===== src/rtl/sap_pkg.sv =====
// Shared SAP-1 definitions: opcodes, sequencer state encoding and control-word bit map.
package sap_pkg;

  localparam int unsigned SAP_OPCODE_W = 4;
  localparam int unsigned SAP_NUM_T    = 6;
  localparam int unsigned CW_W         = 12;

  localparam logic [SAP_OPCODE_W-1:0] OP_LDA = 4'b0000;
  localparam logic [SAP_OPCODE_W-1:0] OP_ADD = 4'b0001;
  localparam logic [SAP_OPCODE_W-1:0] OP_SUB = 4'b0010;
  localparam logic [SAP_OPCODE_W-1:0] OP_OUT = 4'b1110;
  localparam logic [SAP_OPCODE_W-1:0] OP_HLT = 4'b1111;

  // Top-level mode; the phase within RUN lives in the ring counter.
  typedef enum logic [1:0] {
    ST_IDLE = 2'd0,
    ST_RUN  = 2'd1,
    ST_HALT = 2'd2
  } state_e;

  // One-hot ring positions.
  localparam int unsigned T1 = 0;
  localparam int unsigned T2 = 1;
  localparam int unsigned T3 = 2;
  localparam int unsigned T4 = 3;
  localparam int unsigned T5 = 4;
  localparam int unsigned T6 = 5;

  // Control-word bit indices, shared with the datapath top.
  localparam int unsigned CW_PC_INC     = 0;
  localparam int unsigned CW_PC_OUT_EN  = 1;
  localparam int unsigned CW_MAR_LOAD   = 2;
  localparam int unsigned CW_RAM_OUT_EN = 3;
  localparam int unsigned CW_IR_LOAD    = 4;
  localparam int unsigned CW_IR_OUT_EN  = 5;
  localparam int unsigned CW_ACC_LOAD   = 6;
  localparam int unsigned CW_ACC_OUT_EN = 7;
  localparam int unsigned CW_B_LOAD     = 8;
  localparam int unsigned CW_OUT_LOAD   = 9;
  localparam int unsigned CW_ALU_SUB    = 10;
  localparam int unsigned CW_ALU_OUT_EN = 11;

endpackage


===== src/rtl/sap_ring_counter.sv =====
// One-hot T-state ring: rotates when enabled, loads T1 synchronously, clears asynchronously.
module sap_ring_counter #(
  parameter int unsigned NUM_T = 6
) (
  input  logic             clk,
  input  logic             clr_n,
  input  logic             en_i,
  input  logic             load_i,
  output logic [NUM_T-1:0] ring_o
);

  logic [NUM_T-1:0] ring_q;
  logic [NUM_T-1:0] ring_d;

  always_comb begin
    ring_d = ring_q;
    if (load_i) begin
      ring_d = NUM_T'(1);
    end else if (en_i) begin
      ring_d = {ring_q[NUM_T-2:0], ring_q[NUM_T-1]};
    end
  end

  always_ff @(posedge clk or negedge clr_n) begin
    if (!clr_n) begin
      ring_q <= '0;
    end else begin
      ring_q <= ring_d;
    end
  end

  assign ring_o = ring_q;

endmodule


===== src/rtl/sap_controller_sequencer.sv =====
// SAP-1 control sequencer: run/idle/halt mode FSM around the T-state ring plus opcode decode.
module sap_controller_sequencer
  import sap_pkg::*;
#(
  parameter int unsigned OPCODE_W = 4,
  parameter int unsigned NUM_T    = 6
) (
  input  logic                clk,
  input  logic                clr_n,
  input  logic                run,
  input  logic [OPCODE_W-1:0] opcode,
  output logic [NUM_T-1:0]    t_state,
  output logic                halted,
  output logic                pc_inc,
  output logic                pc_out_en,
  output logic                mar_load,
  output logic                ram_out_en,
  output logic                ir_load,
  output logic                ir_out_en,
  output logic                acc_load,
  output logic                acc_out_en,
  output logic                b_load,
  output logic                out_load,
  output logic                alu_sub,
  output logic                alu_out_en
);

  state_e           state_q;
  state_e           state_d;
  logic [NUM_T-1:0] ring;
  logic             ring_en;
  logic             ring_load;
  logic             is_hlt;
  logic [CW_W-1:0]  cw_c;

  sap_ring_counter #(.NUM_T(NUM_T)) u_ring (
    .clk    (clk),
    .clr_n  (clr_n),
    .en_i   (ring_en),
    .load_i (ring_load),
    .ring_o (ring)
  );

  assign is_hlt = (opcode == OPCODE_W'(OP_HLT));

  always_ff @(posedge clk or negedge clr_n) begin
    if (!clr_n) begin
      state_q <= ST_IDLE;
    end else begin
      state_q <= state_d;
    end
  end

  // T6 reloads T1 directly so back-to-back instructions have no bubble.
  always_comb begin
    state_d   = state_q;
    ring_en   = 1'b0;
    ring_load = 1'b0;
    case (state_q)
      ST_IDLE: begin
        if (run) begin
          state_d   = ST_RUN;
          ring_load = 1'b1;
        end
      end
      ST_RUN: begin
        if (ring[T4] && is_hlt) begin
          state_d = ST_HALT;
        end else if (ring[T6]) begin
          if (run) begin
            ring_load = 1'b1;
          end else begin
            state_d = ST_IDLE;
          end
        end else begin
          ring_en = 1'b1;
        end
      end
      ST_HALT: begin
        state_d = ST_HALT;
      end
      default: begin
        state_d = ST_IDLE;
      end
    endcase
  end

  always_comb begin
    cw_c = '0;
    if (state_q == ST_RUN) begin
      if (ring[T1]) begin
        cw_c[CW_PC_OUT_EN] = 1'b1;
        cw_c[CW_MAR_LOAD]  = 1'b1;
      end
      if (ring[T2]) begin
        cw_c[CW_PC_INC] = 1'b1;
      end
      if (ring[T3]) begin
        cw_c[CW_RAM_OUT_EN] = 1'b1;
        cw_c[CW_IR_LOAD]    = 1'b1;
      end
      if (ring[T4]) begin
        case (opcode)
          OPCODE_W'(OP_LDA), OPCODE_W'(OP_ADD), OPCODE_W'(OP_SUB): begin
            cw_c[CW_IR_OUT_EN] = 1'b1;
            cw_c[CW_MAR_LOAD]  = 1'b1;
          end
          OPCODE_W'(OP_OUT): begin
            cw_c[CW_ACC_OUT_EN] = 1'b1;
            cw_c[CW_OUT_LOAD]   = 1'b1;
          end
          default: ;
        endcase
      end
      if (ring[T5]) begin
        case (opcode)
          OPCODE_W'(OP_LDA): begin
            cw_c[CW_RAM_OUT_EN] = 1'b1;
            cw_c[CW_ACC_LOAD]   = 1'b1;
          end
          OPCODE_W'(OP_ADD): begin
            cw_c[CW_RAM_OUT_EN] = 1'b1;
            cw_c[CW_B_LOAD]     = 1'b1;
          end
          OPCODE_W'(OP_SUB): begin
            cw_c[CW_RAM_OUT_EN] = 1'b1;
            cw_c[CW_B_LOAD]     = 1'b1;
            cw_c[CW_ALU_SUB]    = 1'b1;
          end
          default: ;
        endcase
      end
      if (ring[T6]) begin
        case (opcode)
          OPCODE_W'(OP_ADD): begin
            cw_c[CW_ALU_OUT_EN] = 1'b1;
            cw_c[CW_ACC_LOAD]   = 1'b1;
          end
          OPCODE_W'(OP_SUB): begin
            cw_c[CW_ALU_OUT_EN] = 1'b1;
            cw_c[CW_ACC_LOAD]   = 1'b1;
            cw_c[CW_ALU_SUB]    = 1'b1;
          end
          default: ;
        endcase
      end
    end
  end

  assign t_state    = (state_q == ST_RUN) ? ring : '0;
  assign halted     = (state_q == ST_HALT);
  assign pc_inc     = cw_c[CW_PC_INC];
  assign pc_out_en  = cw_c[CW_PC_OUT_EN];
  assign mar_load   = cw_c[CW_MAR_LOAD];
  assign ram_out_en = cw_c[CW_RAM_OUT_EN];
  assign ir_load    = cw_c[CW_IR_LOAD];
  assign ir_out_en  = cw_c[CW_IR_OUT_EN];
  assign acc_load   = cw_c[CW_ACC_LOAD];
  assign acc_out_en = cw_c[CW_ACC_OUT_EN];
  assign b_load     = cw_c[CW_B_LOAD];
  assign out_load   = cw_c[CW_OUT_LOAD];
  assign alu_sub    = cw_c[CW_ALU_SUB];
  assign alu_out_en = cw_c[CW_ALU_OUT_EN];

endmodule

===== config.mk =====
export PLATFORM = sky130hd
export DESIGN_NAME = sap_controller_sequencer
export DESIGN_NICKNAME = d
export VERILOG_FILES = /design/src/rtl/sap_pkg.sv /design/src/rtl/sap_ring_counter.sv /design/src/rtl/sap_controller_sequencer.sv
export SDC_FILE = /design/constraint.sdc
export NUM_CORES = 1
export LEC_CHECK = 0
export BUFFER_PORTS_ARGS = -buffer_cell sky130_fd_sc_hd__buf_2
export CAP_MARGIN = 20
export CELL_PAD_IN_SITES_DETAIL_PLACEMENT = 1
export CELL_PAD_IN_SITES_GLOBAL_PLACEMENT = 1
export CORE_MARGIN = 1
export CORE_UTILIZATION = 32
export CTS_CLUSTER_SIZE = 24
export DETAILED_ROUTE_END_ITERATION = 16
export GPL_ROUTABILITY_DRIVEN = 0
export PLACE_DENSITY = 0.87
export SYNTH_ARGS = -nofsm -noshare
export SYNTH_HDL_FRONTEND = slang
export SYNTH_SLANG_ARGS = --single-unit
export TNS_END_PERCENT = 30

===== constraint.sdc =====
create_clock -name clk -period 1.7 [get_ports clk]
set_input_delay 0.085 -clock clk [delete_from_list [all_inputs] [get_ports clk]]
set_output_delay 0.085 -clock clk [all_outputs]
set_load 0.01 [all_outputs]

==> impl_metrics.py <==
metrics = {
    "outcome": {
        "status": "finished, final reports clean",
    },
    "placement": {
        "portBuffers": 25,
        "post-place-ws_ns": 0.1927,
        "dpl.cell_count": 117,
        "dp_hpwl_mm": 1.326,
        "place_area_um2": 716.9,
    },
    "floorplanning": {
        "fp-row-count": 15,
        "fp.dieArea_um2": 2111,
        "start_util_pct": 35.04,
        "io_pins": 26,
        "die_h_um": 45.95,
        "core_area_um2": 1764,
        "die_w_um": 45.95,
    },
    "final_layout": {
        "fin_nets": 107,
        "final_cells": 123,
        "diodes": 0,
        "drive_above_1_share_pct": 38.78,
        "fin_area_um2": 784.5,
        "area_growth_pct": 26.92,
        "multi_input_area_um2": 359.1,
        "ff_latch_area_um2": 202.7,
        "fill_cells": 241,
    },
    "worst_setup_path": {
        "crit_required_ns": 1.62,
        "worstPathArrival_ns": 1.57,
        "cp_cell_sequence": "nand2b_4 > or3_4 > nor3_1 > buf_2",
        "path_buf_inv": 1,
        "crit_type": "reg -> out",
        "cp_max_fo": 6,
        "crit_family": "simple AND/OR/NAND/NOR gates",
        "cp-start-kind": "flop",
        "crit_path_max_incr_delay_ns": 0.43,
        "worstSetupEndpointType": "primary output",
        "critical-path-slowest-cell": "dfrtp_2",
    },
    "clock_tree": {
        "cts_buffers": 3,
        "cts-root-buf": "clkbuf_4",
        "cts.sinks": 8,
        "h-tree-depth": 1,
        "clk_latency_ns": 0.26,
        "cts_tree": "done",
        "path_clk_slew_ns": 0.05,
        "cts_buffer_depth": 2,
    },
    "global_routing": {
        "grt_pass1_wl_mm": 2.608,
        "antenna_found_initial": 0,
        "grtUsageTotal_pct": 17.55,
        "grt_pass1_vias": 598,
        "grt_max_degree": 11,
        "grt_overflow": 0,
    },
    "sta": {
        "layout_setup_ws_ns": 0.04791,
        "hold_violations": 0,
        "fin_crit_sh_pct": 97.18,
        "fmax_ghz": 0.6053,
        "worst_pin_slew_ns": 0.3688,
        "finalSetupTns_ns": 0,
        "min_period_ns": 1.652,
        "drv_slew": 0,
        "skew_ns": 0.001825,
        "rsz0062_at_grt": "yes",
        "setup_viol": 0,
        "maxSlewHeadroom_pct": 75.26,
    },
    "flow_run": {
        "cap_violations": 0,
    },
    "power_and_ir_drop": {
        "power_density_nw_per_um2": 475.6,
        "ir_drop_mv": 0.1542,
        "p_leak_nw": 0.3851,
    },
    "drt": {
        "wl_per_cell_um": 14.11,
        "drc": 0,
        "wl_mm": 1.736,
        "drt_first_pass_iters": 4,
        "via_count": 641,
        "vias_per_cell": 5.211,
        "drt_iter0_drc": 7,
        "final_antenna_net_count": 0,
    },
    "synthesis": {
        "ys_ff_latch": 8,
        "netlist_area_um2": 618.1,
        "synth_cells": 75,
        "yosys_warnings": 0,
        "avgSynthCellArea_um2": 8.241,
        "synthesis.nets": 82,
        "synth.distinct_cells": 32,
        "synth-seq-area-share_pct": 32.39,
    },
    "hold_path": {
        "hold_path.class": "in -> async",
    },
}
-- layout by cell type, fill, tap and decap left out --
| cell type | n |
|---|---|
| o22a_1 | 1 |
| a221o_1 | 1 |
| dfrtp_1 | 6 |
| a21oi_1 | 3 |
| buf_4 | 2 |
| dlygate4sd3_1 | 1 |
| and2_1 | 4 |
| dfrtp_2 | 2 |
| nor4_1 | 1 |
| or3_4 | 1 |
| nor3_2 | 1 |
| o221ai_1 | 2 |
| nand3_1 | 1 |
| inv_1 | 5 |
| nor3_1 | 2 |
| a22o_1 | 3 |
| nand4_1 | 2 |
| a211oi_1 | 2 |
| mux2i_1 | 1 |
| xnor2_1 | 1 |
| a2111o_1 | 1 |
| and4_4 | 1 |
| o21bai_1 | 1 |
| clkbuf_4 | 3 |
| nor2b_2 | 1 |
| nor2b_1 | 1 |
| o21ai_0 | 1 |
| buf_2 | 25 |
| nand2_1 | 7 |
| nor2_1 | 8 |
| nor3b_2 | 1 |
| nand2b_1 | 2 |
| a211o_1 | 1 |
| nand2b_4 | 1 |
| nor3b_1 | 1 |
| o22ai_1 | 1 |
-- synthesized netlist by cell type, drive strengths merged --
| library cell | instances | area share (%) |
|---|---|---|
| o22ai | 1 | 1.0 |
| o21ai | 1 | 0.81 |
| a211o | 1 | 1.4 |
| a21oi | 3 | 2.4 |
| nand2b | 3 | 4.3 |
| nand4 | 2 | 2.0 |
| a2111o | 1 | 1.8 |
| nor2b | 2 | 2.0 |
| o22a | 1 | 1.4 |
| a22o | 3 | 4.3 |
| o21bai | 1 | 1.2 |
| xnor2 | 1 | 1.4 |
| nand3 | 1 | 0.81 |
| a221o | 1 | 1.6 |
| and4 | 1 | 1.8 |
| dfrtp | 8 | 32 |
| nor2 | 8 | 4.9 |
| or3 | 1 | 1.0 |
| inv | 5 | 3.0 |
| nor4 | 1 | 1.0 |
| nor3 | 3 | 2.4 |
| nor3b | 2 | 2.4 |
| clkbuf | 1 | 0.61 |
| and2 | 4 | 4.0 |
| a211oi | 2 | 2.4 |
| nand2 | 7 | 4.3 |
| mux2i | 1 | 1.6 |
| o221ai | 2 | 2.8 |
| buf | 7 | 8.7 |
-- metrics by stage --
stage | hold slack (ns) | power, mW | utilization (%)
after floorplan | -0.2106 | 0.2117 | -
after global placement | -0.06174 | 0.2271 | 40.64
after detailed placement | -0.06386 | 0.2281 | 40.64
after CTS | 0.1988 | 0.3774 | 42.98
after global routing | 0.2344 | 0.3902 | 44.47
final | 0.2118 | 0.3731 | 44.47
-- cell families after synthesis --
family,synth area share [%]
multiplexers,1.619
flip-flops,32.39
XOR/XNOR,1.417
AND/OR/NAND/NOR,30.97
buffers and inverters,12.35
AO/OA/AOI/OAI,21.26
-- cell type report --
cell class	count	share of cell area [%]
repair buffers	28	19.14
flip-flops and latches	8	25.84
inverters	5	2.392
well taps	25	3.987
clock buffers	3	2.871
multi-input cells	54	45.77
-- per-layer routing --
metal / share of wire, % / vias to the layer above / routed length, um / GRT usage (%)
met5: 0 / - / 0 / 0
met4: 2.3 / 0 / 40 / 8.824
met3: 5.2 / 5 / 90 / 2.381
met2: 48 / 25 / 838 / 30.14
met1: 44 / 301 / 766 / 21.00
li1: - / 310 / - / -
-- sequential cells by signal, indices dropped and copies added (netlist names) --
signal,cells
u_ring.ring_o,6
state_q,2
-- power breakdown --
part	internal, mW	leakage [nW]	switching [mW]
sequential	0.191	0.0945	0.00162
combinational	0.0141	0.277	0.0206
clock	0.0807	0.0138	0.0647
-- final timing paths --
check | start | to | slack, ns | cells after the start
worst max-delay path | state_q[1] | alu_out_en | 0.05 | 4
worst min-delay path | clr_n | u_ring.ring_o[2] | 0.21 | 2
worst max register to register | state_q[0] | u_ring.ring_o[4] | 0.34 | 3
worst min register to register | u_ring.ring_o[1] | u_ring.ring_o[2] | 0.52 | 1
max in group asynchronous | clr_n | state_q[1] | 1.30 | 2
min in group clk | run | state_q[0] | 0.24 | 3
-- timing repair --
action | 4_1_cts | 5_1_grt
setup buffers | 0 | 2
endpoints found under the hold margin | 8 | 0
setup endpoints to repair | 6 | 4
pin swaps | 0 | 0
resized for setup | 3 | 3
hold buffers | 1 | 0
Note: power is estimated with default switching activity, not from simulation.
